File: src/rtl/fb_arbiter.sv
`default_nettype none
// ============================================================================
// Module   : fb_arbiter
// Purpose  : Single-port framebuffer RAM arbiter. Display scan-out reads take
//            fixed priority over PPU writes. Writes are buffered in a small
//            FIFO and drained in acceptance order whenever no read is
//            requested. Reads have a fixed 3-cycle latency from request to
//            rd_valid and sustain one pixel per cycle.
//
// Ports    : clk, rst          - clock (rising edge), async active-high reset
//            rd_req/rd_addr    - scan-out read request and address
//            rd_valid/rd_data  - registered read result
//            wr_req/wr_addr/wr_data/wr_ready - PPU write buffer push side
//            mem_en/mem_we/mem_addr/mem_wdata - registered RAM command
//            mem_rdata         - RAM read data, valid one cycle after a read
//            stall_count       - count of cycles a write was refused
//
// Options  : FB_ARB_STATS_EN  - when defined, stall_count is a saturating
//                               counter; otherwise it is tied to zero.
//
// Revision : 1.0 - initial release
// ============================================================================
module fb_arbiter #(
  parameter int ADDR_W     = 15,
  parameter int DATA_W     = 8,
  parameter int FIFO_DEPTH = 4
) (
  input  logic              clk,
  input  logic              rst,
  input  logic              rd_req,
  input  logic [ADDR_W-1:0] rd_addr,
  output logic              rd_valid,
  output logic [DATA_W-1:0] rd_data,
  input  logic              wr_req,
  input  logic [ADDR_W-1:0] wr_addr,
  input  logic [DATA_W-1:0] wr_data,
  output logic              wr_ready,
  output logic              mem_en,
  output logic              mem_we,
  output logic [ADDR_W-1:0] mem_addr,
  output logic [DATA_W-1:0] mem_wdata,
  input  logic [DATA_W-1:0] mem_rdata,
  output logic [15:0]       stall_count
);

  localparam int PTR_W = (FIFO_DEPTH > 1) ? $clog2(FIFO_DEPTH) : 1;
  localparam int CNT_W = PTR_W + 1;
  localparam logic [CNT_W-1:0] DEPTH_C   = CNT_W'(FIFO_DEPTH);
  localparam logic [PTR_W-1:0] PTR_LAST  = PTR_W'(FIFO_DEPTH - 1);

  // --------------------------------------------------------------------------
  // Write buffer state
  // --------------------------------------------------------------------------
  logic [ADDR_W-1:0] fifo_addr_q [FIFO_DEPTH];
  logic [DATA_W-1:0] fifo_data_q [FIFO_DEPTH];
  logic [PTR_W-1:0]  wptr_q, wptr_d;
  logic [PTR_W-1:0]  rptr_q, rptr_d;
  logic [CNT_W-1:0]  count_q, count_d;

  logic push;
  logic pop;

  // Pointers wrap explicitly at FIFO_DEPTH-1 so the wrap point does not rely
  // on the natural roll-over of the pointer width.
  function automatic logic [PTR_W-1:0] ptr_inc(input logic [PTR_W-1:0] p);
    if (p == PTR_LAST) begin
      return '0;
    end
    return p + PTR_W'(1);
  endfunction

  // Ready depends only on the registered occupancy: a pop in the same cycle
  // never makes room visible before the next cycle.
  assign wr_ready = (count_q < DEPTH_C);
  assign push     = wr_req & wr_ready;
  // Pop decisions also use the registered occupancy, so a freshly pushed
  // entry cannot be issued in the cycle it arrives (no bypass path).
  assign pop      = ~rd_req & (count_q != '0);

  always_comb begin
    wptr_d  = wptr_q;
    rptr_d  = rptr_q;
    count_d = count_q;
    if (push) begin
      wptr_d = ptr_inc(wptr_q);
    end
    if (pop) begin
      rptr_d = ptr_inc(rptr_q);
    end
    case ({push, pop})
      2'b10:   count_d = count_q + CNT_W'(1);
      2'b01:   count_d = count_q - CNT_W'(1);
      default: count_d = count_q;
    endcase
  end

  always_ff @(posedge clk or posedge rst) begin
    if (rst) begin
      wptr_q  <= '0;
      rptr_q  <= '0;
      count_q <= '0;
    end else begin
      wptr_q  <= wptr_d;
      rptr_q  <= rptr_d;
      count_q <= count_d;
    end
  end

  // Buffer storage needs no reset: occupancy gates every use of it.
  always_ff @(posedge clk) begin
    if (push) begin
      fifo_addr_q[wptr_q] <= wr_addr;
      fifo_data_q[wptr_q] <= wr_data;
    end
  end

  // --------------------------------------------------------------------------
  // RAM command register and read return pipeline
  //   cycle N   : arbitration decision
  //   cycle N+1 : command on mem_* (rd_issue_q marks a read)
  //   cycle N+2 : mem_rdata valid (rd_wait_q)
  //   cycle N+3 : rd_valid / rd_data
  // --------------------------------------------------------------------------
  logic              mem_en_q;
  logic              mem_we_q;
  logic [ADDR_W-1:0] mem_addr_q;
  logic [DATA_W-1:0] mem_wdata_q;
  logic              rd_issue_q;
  logic              rd_wait_q;
  logic              rd_valid_q;
  logic [DATA_W-1:0] rd_data_q;

  always_ff @(posedge clk or posedge rst) begin
    if (rst) begin
      mem_en_q    <= 1'b0;
      mem_we_q    <= 1'b0;
      mem_addr_q  <= '0;
      mem_wdata_q <= '0;
      rd_issue_q  <= 1'b0;
      rd_wait_q   <= 1'b0;
      rd_valid_q  <= 1'b0;
      rd_data_q   <= '0;
    end else begin
      if (rd_req) begin
        mem_en_q   <= 1'b1;
        mem_we_q   <= 1'b0;
        mem_addr_q <= rd_addr;
      end else if (pop) begin
        mem_en_q    <= 1'b1;
        mem_we_q    <= 1'b1;
        mem_addr_q  <= fifo_addr_q[rptr_q];
        mem_wdata_q <= fifo_data_q[rptr_q];
      end else begin
        // Idle: address and write data hold their last values.
        mem_en_q <= 1'b0;
        mem_we_q <= 1'b0;
      end

      rd_issue_q <= rd_req;
      rd_wait_q  <= rd_issue_q;
      rd_valid_q <= rd_wait_q;
      if (rd_wait_q) begin
        rd_data_q <= mem_rdata;
      end
    end
  end

  assign mem_en    = mem_en_q;
  assign mem_we    = mem_we_q;
  assign mem_addr  = mem_addr_q;
  assign mem_wdata = mem_wdata_q;
  assign rd_valid  = rd_valid_q;
  assign rd_data   = rd_data_q;

  // --------------------------------------------------------------------------
  // Write-stall statistic
  // --------------------------------------------------------------------------
`ifdef FB_ARB_STATS_EN
  logic [15:0] stall_q;

  always_ff @(posedge clk or posedge rst) begin
    if (rst) begin
      stall_q <= '0;
    end else if (wr_req && !wr_ready && (stall_q != 16'hFFFF)) begin
      stall_q <= stall_q + 16'd1;
    end
  end

  assign stall_count = stall_q;
`else
  assign stall_count = 16'h0000;
`endif

endmodule
`default_nettype wire

File: config.mk
export PLATFORM = sky130hd
export DESIGN_NAME = fb_arbiter
export DESIGN_NICKNAME = d
export VERILOG_FILES = /design/src/rtl/fb_arbiter.sv
export SDC_FILE = /design/constraint.sdc
export NUM_CORES = 1
export LEC_CHECK = 0
export ABC_AREA = 0
export ABC_CLOCK_PERIOD_IN_PS = 2900
export BUFFER_PORTS_ARGS = -buffer_cell sky130_fd_sc_hd__buf_2
export CAP_MARGIN = 25
export CORE_MARGIN = 3
export CORE_UTILIZATION = 40
export DETAILED_ROUTE_END_ITERATION = 6
export SYNTH_ARGS = -nofsm -noshare
export SYNTH_HDL_FRONTEND = slang
export SYNTH_SLANG_ARGS = --single-unit
File: constraint.sdc
create_clock -name clk -period 2.9 [get_ports clk]
set_input_delay 0.29 -clock clk [delete_from_list [all_inputs] [get_ports clk]]
set_output_delay 0.29 -clock clk [all_outputs]
set_load 0.01 [all_outputs]
# Word level (Yosys, flattened, before mapping)

Memories as Yosys holds them, arrays and structs flattened. A register that Yosys moved wholly into a read port is not among the register bits.
Index checks and enable logic that the tools add are counted.

Equality and inequality tests: 4
Bitwise gates (word level): 3
Add/sub/neg operators: 4
Magnitude comparators: 1
Reduce and logical (&&, ||, !) cells: 4
Div/mod/pow operators: 0
Multipliers: 0
Muxes and demuxes: 16
Shifts and indexed selects: 0

Operators by type and width:

| cell                  | count |
|---|---|
| $mux W15              | 2 |
| $mux W1               | 9 |
| $mux W2               | 4 |
| $eq A2 B2 Y1 const B  | 3 |
| $pmux W3 S2           | 1 |
| $add A2 B1 Y2 const B | 2 |
| $reduce_bool A2 Y1    | 2 |
| $add A3 B1 Y3 const B | 1 |
| $lt A3 B3 Y1 const B  | 1 |
| $reduce_bool A3 Y1    | 1 |
| $sub A3 B1 Y3 const B | 1 |
| $and A1 B1 Y1         | 2 |
| $eq A2 B1 Y1 const B  | 1 |
| $reduce_and A2 Y1     | 1 |
| $not A1 Y1            | 1 |

Bits in read-only memories: 0
Register bits: 35
Memories kept: 2
RAM bits: 92
Bits in latches: 0

Memory list:

| name        | words | width | rd ports | clocked after memory_dff | write ports | RTL line | RTL |
|---|---|---|---|---|---|---|---|
| fifo_addr_q | 4     | 15    | 1        | 0                        | 1           | 54       | `logic [ADDR_W-1:0] fifo_addr_q [FIFO_DEPTH];` |
| fifo_data_q | 4     | 8     | 1        | 1                        | 1           | 55       | `logic [DATA_W-1:0] fifo_data_q [FIFO_DEPTH];` |

# Depth between registers and ports, before layout

Gate-level depths: netlist (run 1).

Word-level depth: 4
Mapped depth: 10
Depth with buffers taken out: 9

# Least setup slack after synthesis (run 1)

OpenSTA, ideal clock, no wires.

Path type: register to register
Start: reg count_q[0]
End: reg count_q[2]
Arrival time: 1.944 ns
Clock period less this slack: 2.024 ns
Path slack: 0.876 ns
Cell stages (with the launch flop): 11
Path through: dfrtp_1 -> nor3_1 -> or2_1 -> inv_4 -> buf_6 -> ha_1 -> inv_1 -> fa_1 -> xor2_1 -> nor2_1 -> xnor2_1

Word-level cells in the longest chain between the ends: 4
Elaborated cells on any way between the ends: 10

Ends and longest elaborated chain:

| item                                                     | RTL line | RTL |
|---|---|---|
| start: declaration                                       | 58       | `logic [CNT_W-1:0] count_q, count_d;` |
| start signal: assignment                                 | 105      | `count_q <= count_d;` |
| $reduce_bool A3 Y1 (*)                                   | 78       | `assign pop = ~rd_req & (count_q != '0);` |
| $and A1 B1 Y1 (*)                                        | 78       |  |
| net pop                                                  | 61       | `logic pop;` |
| $eq A2 B1 Y1 / $eq A2 B2 Y1 (equally long branches)      | 90       | `case ({push, pop})` |
| $pmux W3 S2 / $reduce_bool A2 Y1 (equally long branches) | -        |  |

Mark *: on every way through the listed nets, which the timed path passes. The rest lies on a longest branch.
A chain may end at the register's enable or synchronous reset.

# Worst setup path after layout (run 1)

Start: reg count_q[0]
End: reg count_q[2]

Word-level cells in the longest chain between the ends: 4
Elaborated cells on any way between the ends: 10

Ends and longest elaborated chain:

| item                                                      | RTL line |
|---|---|
| $lt A3 B3 Y1 / $reduce_bool A3 Y1 (equally long branches) | 74, 78 |
| $and A1 B1 Y1, on equally long branches                   | 75, 78 |
| $eq A2 B1 Y1 / $eq A2 B2 Y1 (equally long branches)       | 90 |
| $pmux W3 S2 / $reduce_bool A2 Y1 (equally long branches)  | - |

Several ways; a longest one is shown, not always the timed one.

==> metrics.md, run 1 <==
| Metric | Value |
|---|---|
| Setup Buffers After CTS | 0 |
| Min-delay worst type | in -> reg |
| # DRC | 0 |
| WP data required | 3.23 ns |
| Htree depth | 4 |
| Max clock buf depth | 2 |
| Peak supply drop | approximately 0.46 mV |
| Least-Margin Pin Slew | between 0.8 and 0.9 ns |
| Cell count of the worst reg-to-reg path | 9 |
| Starting Density | 41.7% |
| Synth warn | 0 |
| LEAKAGE | approximately 2.6 nW |
| Vias per cell | 4.78 |
| Synth area leaders | edfxtp_1, dfrtp_1, mux4_2 |
| Core ar. | 12800 sq um |
| Worst Setup End Kind | flop |
| WL/cell | 17.9 microns |
| Post-synth top flop | edfxtp_1 |
| Number of max-cap violations | 0 |
| Sw Share | 27.1% |
| Comb pwr share | 22.7% |
| First-pass GRT wire length | approximately 16000 microns |
| Final net count | 430 |
| Final setup viols | 0 |
| Number of antenna-violating nets in the routed design | 0 |
| P_int | around 4.6 mW |
| GRT Total Usage | 14.6% |
| # IOs | between 100 and 150 |
| Sum of negative setup slack | 0 ns |
| Met2 Track Usage GR | 23.6% |
| FILL cells | 1066 |
| Initial antenna violation count | 0 |
| Area leader, netlist | edfxtp_1 |
| Endpoint of the worst register-to-register path | count_q[2] |
| Met1 GRT Util | 18.5% |
| Vias after detailed routing | 2669 |
| Mapped Area | roughly 5400 sq um |
| Area Growth Syn to Fin | 22.7% |
| CTS Root Cell | clkbuf_16 |
| Register bit total from synthesis | 135 |
| Rows | 41 |
| # placed instances | 524 |
| TritonCTS Sinks | 135 |
| RD Place Congestion | 0.664 |
| Critical path launch point | count_q[0] |
| CTS tree | built |
| Horiz. Die Dim | 122 microns |
| Number of global-route vias before repair | roughly 2800 |
| Clock transition at the register clock pins on the worst setup and hold paths after CTS | roughly 0.060 ns |
| Post-layout min period | 2.42 ns |
| IO Port Bufs | 84 |
| Outcome | finished clean |
| Share of cells above drive strength 1 | 45.1% |
| Tcrit/Tclk final | 83.5% |
| Max Fclk | just over 0.4 GHz |
| Slew headroom | 43.3% |
| Total iterations of the first detailed-routing run | 4 |
| Slowest cell on the critical path | dfrtp_1 |
| Max stage delay on crit path | 0.44 ns |
| RR Startpoint | count_q[0] |
| Skew-Pair Late Insertion Delay | 0.41 ns |
| Ant diodes | 0 |
| Total length of routed wires | 9990 microns |
| Most common cell in the synthesized netlist | edfxtp_1 |
| Maximum number of pins on one net before global-route repair | 44 |
| Post-synth ARST share | 31.9% |
| Die extent in y | ~120 microns |
| Post-synthesis sequential area ratio | 71.7% |
| Iteration-0 DRC Markers | 118 |
| Max FO, Critical Path | 16 |
| Crit start category | flop |
| Psw | 1.72 mW |
| Pwr dens | 969 nW/um^2 |
| Fin. Hold Viols | 0 |
| CTS Buf Count | 17 |
| Die area | between 10000 and 15000 sq um |
| Most Used Layer, Global Route | met2 |
| Cells after synthesis | 271 |
| Top cell type's share of synthesized area | approximately half |
| Post-DP HPWL | 6600 microns |
| Grt ovf | 0 |
| CP endpoint | count_q[2] |
| Clk_skew | 0.00661 ns |
| Seq pwr share | 43.4% |
| Crit Path Class | reg -> reg |
| Chain of cells forming the critical path | nor3_1, or2_1, inv_4, ha_1, inv_1, fa_1, xor2_1, nor2_1, xnor2_1 |
| Post-synth top cells | edfxtp_1, dfrtp_1, mux4_2 |
| WP data arrival | between 2 and 3 ns |
| Reg2Reg Setup Slack | 0.48 ns |
| Syn Area/Cell | just under 20 sq um |
| Max-slew violations | 0 |
| Met3 usage | 4.78% |
| RSZ-0062 raised after global routing | no |
| Cell Count, Final, Fillers Out | between 500 and 600 |
| Power share of the clock group | about a third |
| Synth unique cells | 33 |
| Post-synth EDFFs | 92 |
## registers in the layout, indices dropped and copies added (netlist names), 2 cells and up
name         flops
rptr_q           2
fifo_addr_q     60
rd_data          8
wptr_q           2
fifo_data_q     32
mem_wdata        8
mem_addr        15
count_q          3
## power by group through the flow
stage | logic (mW) | registers (mW) | clock network [mW]
2_1_floorplan | 1.10 | 2.72 | 0
3_3_place_gp | 1.35 | 2.85 | 0
3_5_place_dp | 1.46 | 2.81 | 0
4_1_cts | 1.47 | 2.78 | 2.20
5_1_grt | 1.58 | 2.82 | 2.30
6_report | 1.44 | 2.76 | 2.16
## cells by family after synthesis
| kind of cell | after synthesis | synth area share (%) |
|---|---|---|
| xor gates and xnor gates | 3 | 0.491 |
| muxes | 42 | 14.6 |
| other | 1 | 0.0701 |
| and+or+nand+nor | 24 | 2.83 |
| DFF | 135 | 71.7 |
| AOI/OAI and AO/OA | 21 | 3.72 |
| adders and majority gates | 7 | 1.78 |
| buffers and inverters | 38 | 4.82 |
## per-stage QoR
step	utilization, %	setup slack (ns)	hold slack (ns)	total power, mW	cell area, sq um
5_1_grt	51.2	0.324	0.0812	6.70	6570
3_5_place_dp	46.2	0.464	0.346	4.27	5920
4_1_cts	51.0	0.454	0.0727	6.45	6540
6_report	51.2	0.478	0.0896	6.36	6570
2_1_floorplan	-	0.876	0.321	3.82	5410
3_3_place_gp	46.0	0.520	0.334	4.20	5890
## metal layers
metal	part of all wire, %	vias up
li1	-	1221
met1	44	1361
met2	50	75
met3	5.4	12
met4	1.2	0
met5	0	-
## how the worst min path moves through the flow
stage | start | endpoint | slack (ns) | depth (start not counted)
after global placement | rd_issue_q | rd_wait_q | 0.33 | 0
after global routing | wr_addr[1] | fifo_addr_q[1][1] | 0.08 | 1
after detailed placement | rd_issue_q | rd_wait_q | 0.35 | 0
final | wr_addr[6] | fifo_addr_q[0][6] | 0.09 | 1
after floorplan | rd_req | rd_issue_q | 0.32 | 0
after CTS | wr_addr[6] | fifo_addr_q[0][6] | 0.07 | 1
## cell type report
cell class / count / area, sq um / area share, %
clock inverters: 9 / 82.6 / 1.26
well taps: 172 / 215 / 3.28
clock buffers: 23 / 532 / 8.10
multi-input cells: 113 / 1310 / 20.0
flip-flops and latches: 135 / 3840 / 58.5
inverters: 10 / 40.0 / 0.610
repair buffers: 96 / 546 / 8.31
## placed cells by master (no fill, tap or decap), types with 2 or more instances in the layout
master | Yosys | final
a21o_1 | 4 | 4
a22o_1 | 4 | 4
and2_1 | 4 | 4
buf_2 | 4 | 84
buf_4 | 16 | 9
clkbuf_16 | 0 | 20
clkbuf_8 | 0 | 2
clkinv_2 | 0 | 3
conb_1 | 1 | 16
dfrtp_1 | 43 | 42
edfxtp_1 | 92 | 92
ha_1 | 6 | 6
inv_1 | 9 | 8
inv_4 | 1 | 3
mux2_2 | 9 | 9
mux2_4 | 8 | 8
mux4_1 | 5 | 5
mux4_2 | 18 | 18
nand2_1 | 2 | 2
nand2b_1 | 11 | 11
nor2_1 | 3 | 3
o21ai_0 | 2 | 2
o221a_1 | 2 | 2
o221a_2 | 9 | 9
xnor2_1 | 2 | 2
## worst max-delay path: cells and delay by family (launching register included)
| family | cells | cell delay [ns] |
|---|---|---|
| buf+inv | 2 | 0.39 |
| fa+ha+maj | 2 | 0.61 |
| xor+xnor | 2 | 0.28 |
| simple gates | 3 | 0.62 |
| flops | 1 | 0.44 |
## repair_timing
item	CTS	global route
hold buffers	0	1
hold endpoints to repair	0	6
gates resized for setup	0	0
No activity file was read; power rests on OpenSTA's default activity.
==> run 2: changes to the inputs <==
- ABC_CLOCK_PERIOD_IN_PS: 2900 -> 2100
- clock period: 2.9 -> 2.1 ns (I/O delays scaled with it)
==> metrics.md, run 2 (same netlist as run 1, synthesis figures left out) <==
| Metric | Value |
|---|---|
| Max FO, Critical Path | 4 (-12) |
| Iteration-0 DRC Markers | 191 (+62%) |
| # DRC | 0 (unchanged) |
| Die extent in y | 122 microns (unchanged) |
| Maximum number of pins on one net before global-route repair | 26 (-41%) |
| CTS tree | built |
| RSZ-0062 raised after global routing | no |
| Rows | 41 (unchanged) |
| Core ar. | 12800 sq um (unchanged) |
| Min-delay worst type | in -> reg |
| # IOs | 101 (unchanged) |
| Sum of negative setup slack | 0 ns (unchanged) |
| Vias per cell | 4.90 (+2.4%) |
| CTS Root Cell | clkbuf_16 |
| Setup ws final | 0.172 ns (-0.306 ns) |
| Max-slew violations | 0 (unchanged) |
| Least-Margin Pin Slew | 0.558 ns (-0.293 ns) |
| WP data required | 2.43 ns (-0.80 ns) |
| WL/cell | 17.9 microns (+0.13%) |
| Max reg flops | 60 (unchanged) |
| TritonCTS Sinks | 135 (unchanged) |
| Final setup viols | 0 (unchanged) |
| RD Place Congestion | 0.751 (+13%) |
| Tot Pwr | 9.00 mW (+42%) |
| Total length of routed wires | 10200 microns (+1.9%) |
| Reg with most FFs | fifo_addr_q |
| Number of max-cap violations | 0 (unchanged) |
| Ant diodes | 0 (unchanged) |
| Peak supply drop | 0.524 mV (+13%) |
| Most frequent cells in the layout | edfxtp_1, buf_2, dfrtp_1 |
| Die area | 14800 sq um (unchanged) |
| First-pass GRT wire length | 15800 microns (+0.97%) |
| LEAKAGE | 2.65 nW (+1.7%) |
| Crit Path Class | reg -> reg |
| Final Cell Area | 6650 sq um (+1.2%) |
| Setup Buffers After CTS | 0 (unchanged) |
| GRT Total Usage | 14.9% (+0.29 points) |
| IO Port Bufs | 84 (unchanged) |
| Number of antenna-violating nets in the routed design | 0 (unchanged) |
| Initial antenna violation count | 0 (unchanged) |
| Max clock buf depth | 2 (unchanged) |
| FILL cells | 1064 (-0.19%) |
| Slew headroom | 62.8% (+19 points) |
| Share of cells above drive strength 1 | 44.7% (-0.38 points) |
| Outcome | finished clean |
| Starting Density | 41.7% (unchanged) |
| CTS Buf Count | 17 (unchanged) |
| Vias after detailed routing | 2783 (+4.3%) |
| Worst Setup End Kind | flop |
| Commonest non-fill, non-tap cell in the layout | edfxtp_1 |
| Grt ovf | 0 (unchanged) |
| Clk_skew | 0.00626 ns (-0.000343 ns) |
| Area Growth Syn to Fin | 24.2% |
| Total iterations of the first detailed-routing run | 4 (unchanged) |
| Cts repair resizes | 0 (unchanged) |
| Number of global-route vias before repair | 2835 (-0.070%) |
| Htree depth | 4 (unchanged) |
| WP data arrival | 2.26 ns (-0.49 ns) |
| Skew-Pair Late Insertion Delay | 0.41 ns (about the same) |
| Horiz. Die Dim | 122 microns (unchanged) |
| Final net count | 440 (+2.3%) |
| Tcrit/Tclk final | 91.8% (+8.3 points) |
| Post-layout min period | 1.93 ns (-0.494 ns) |
| Cell Area, Placed | 5990 sq um (+1.1%) |
| Fin. Hold Viols | 0 (unchanged) |
| Post-DP HPWL | 6880 microns (+4.2%) |
| Crit start category | flop |
| Max Fclk | 0.519 GHz (+26%) |
| Clock transition at the register clock pins on the worst setup and hold paths after CTS | 0.05 ns (about the same) |
| Place WS | 0.188 ns (-0.276 ns) |
| Pwr dens | 1350 nW/um^2 (+40%) |
==> run 2: changes by cell type in the layout (fill, tap and decap cells not counted), sizes merged <==
cell	before	now
bufinv	1	5
inv	13	10
clkinv	4	6
clkinvlp	1	0
clkbuf	23	21
dlygate4sd3	1	4
buf	95	102
==> run 2: per-layer routing <==
| metal | vias up | global-route usage [%] | wire [microns] | part of all wire, % |
|---|---|---|---|---|
| li1 | 1243 | - | - | - |
| met4 | 0 | 6.93 | 150 | 1.5 |
| met1 | 1439 | 19.6 | 4490 | 44 |
| met5 | - | 0 | 0 | 0 |
| met2 | 90 | 22.3 | 4880 | 48 |
| met3 | 11 | 5.34 | 664 | 6.5 |
==> run 2: repair_timing <==
action / CTS / global route
setup endpoints to repair: 0 / 0
hold endpoints to repair: 31 / 3
hold buffers: 3 / 1
==> run 2: area by class of cell <==
type / instances / area (sq um) / share of cell area, %
timing repair buffer: 106 / 621 / 9.34
multi-input combinational: 113 / 1310 / 19.7
inverter: 10 / 40.0 / 0.602
clock inverter: 11 / 179 / 2.69
sequential: 135 / 3840 / 57.8
tap: 172 / 215 / 3.24
clock buffer: 21 / 440 / 6.63
==> run 2: power breakdown <==
part           total (mW)  internal [mW]  switching [mW]
registers            3.73           3.40           0.325
logic                2.17           1.17            1.01
clock network        3.10           2.09            1.01
total                9.00           6.66            2.34
==> run 2: worst paths after layout <==
check | end | start | slack, ns | cells past startpoint
min in group asynchronous | mem_wdata[4] | rst | 0.39 | 3
hold reg to reg | rd_wait_q | rd_issue_q | 0.35 | 0
hold / removal | fifo_addr_q[1][3] | wr_addr[3] | 0.02 | 1
max in group asynchronous | mem_addr[6] | rst | 1.13 | 4
setup / recovery | count_q[2] | count_q[0] | 0.17 | 9
setup reg to reg | count_q[2] | count_q[0] | 0.17 | 9
==> run 2: worst max-delay path: stages (launching register included) <==
cell and delay (ns):
dfrtp_1 0.45, nor3_1 0.08, or2_1 0.26, inv_4 0.06, ha_1 0.17, inv_1 0.06
fa_1 0.37, xor2_1 0.15, nor2_1 0.12, xnor2_1 0.13
==> run 2: stage by stage <==
stage	hold slack (ns)	cells	util, %
floorplan	0.241	286	-
global placement	0.278	532	46.7
detailed placement	0.284	532	46.7
CTS	0.000431	567	51.7
global route	0.0000218	568	51.8
finish	0.0230	568	51.8
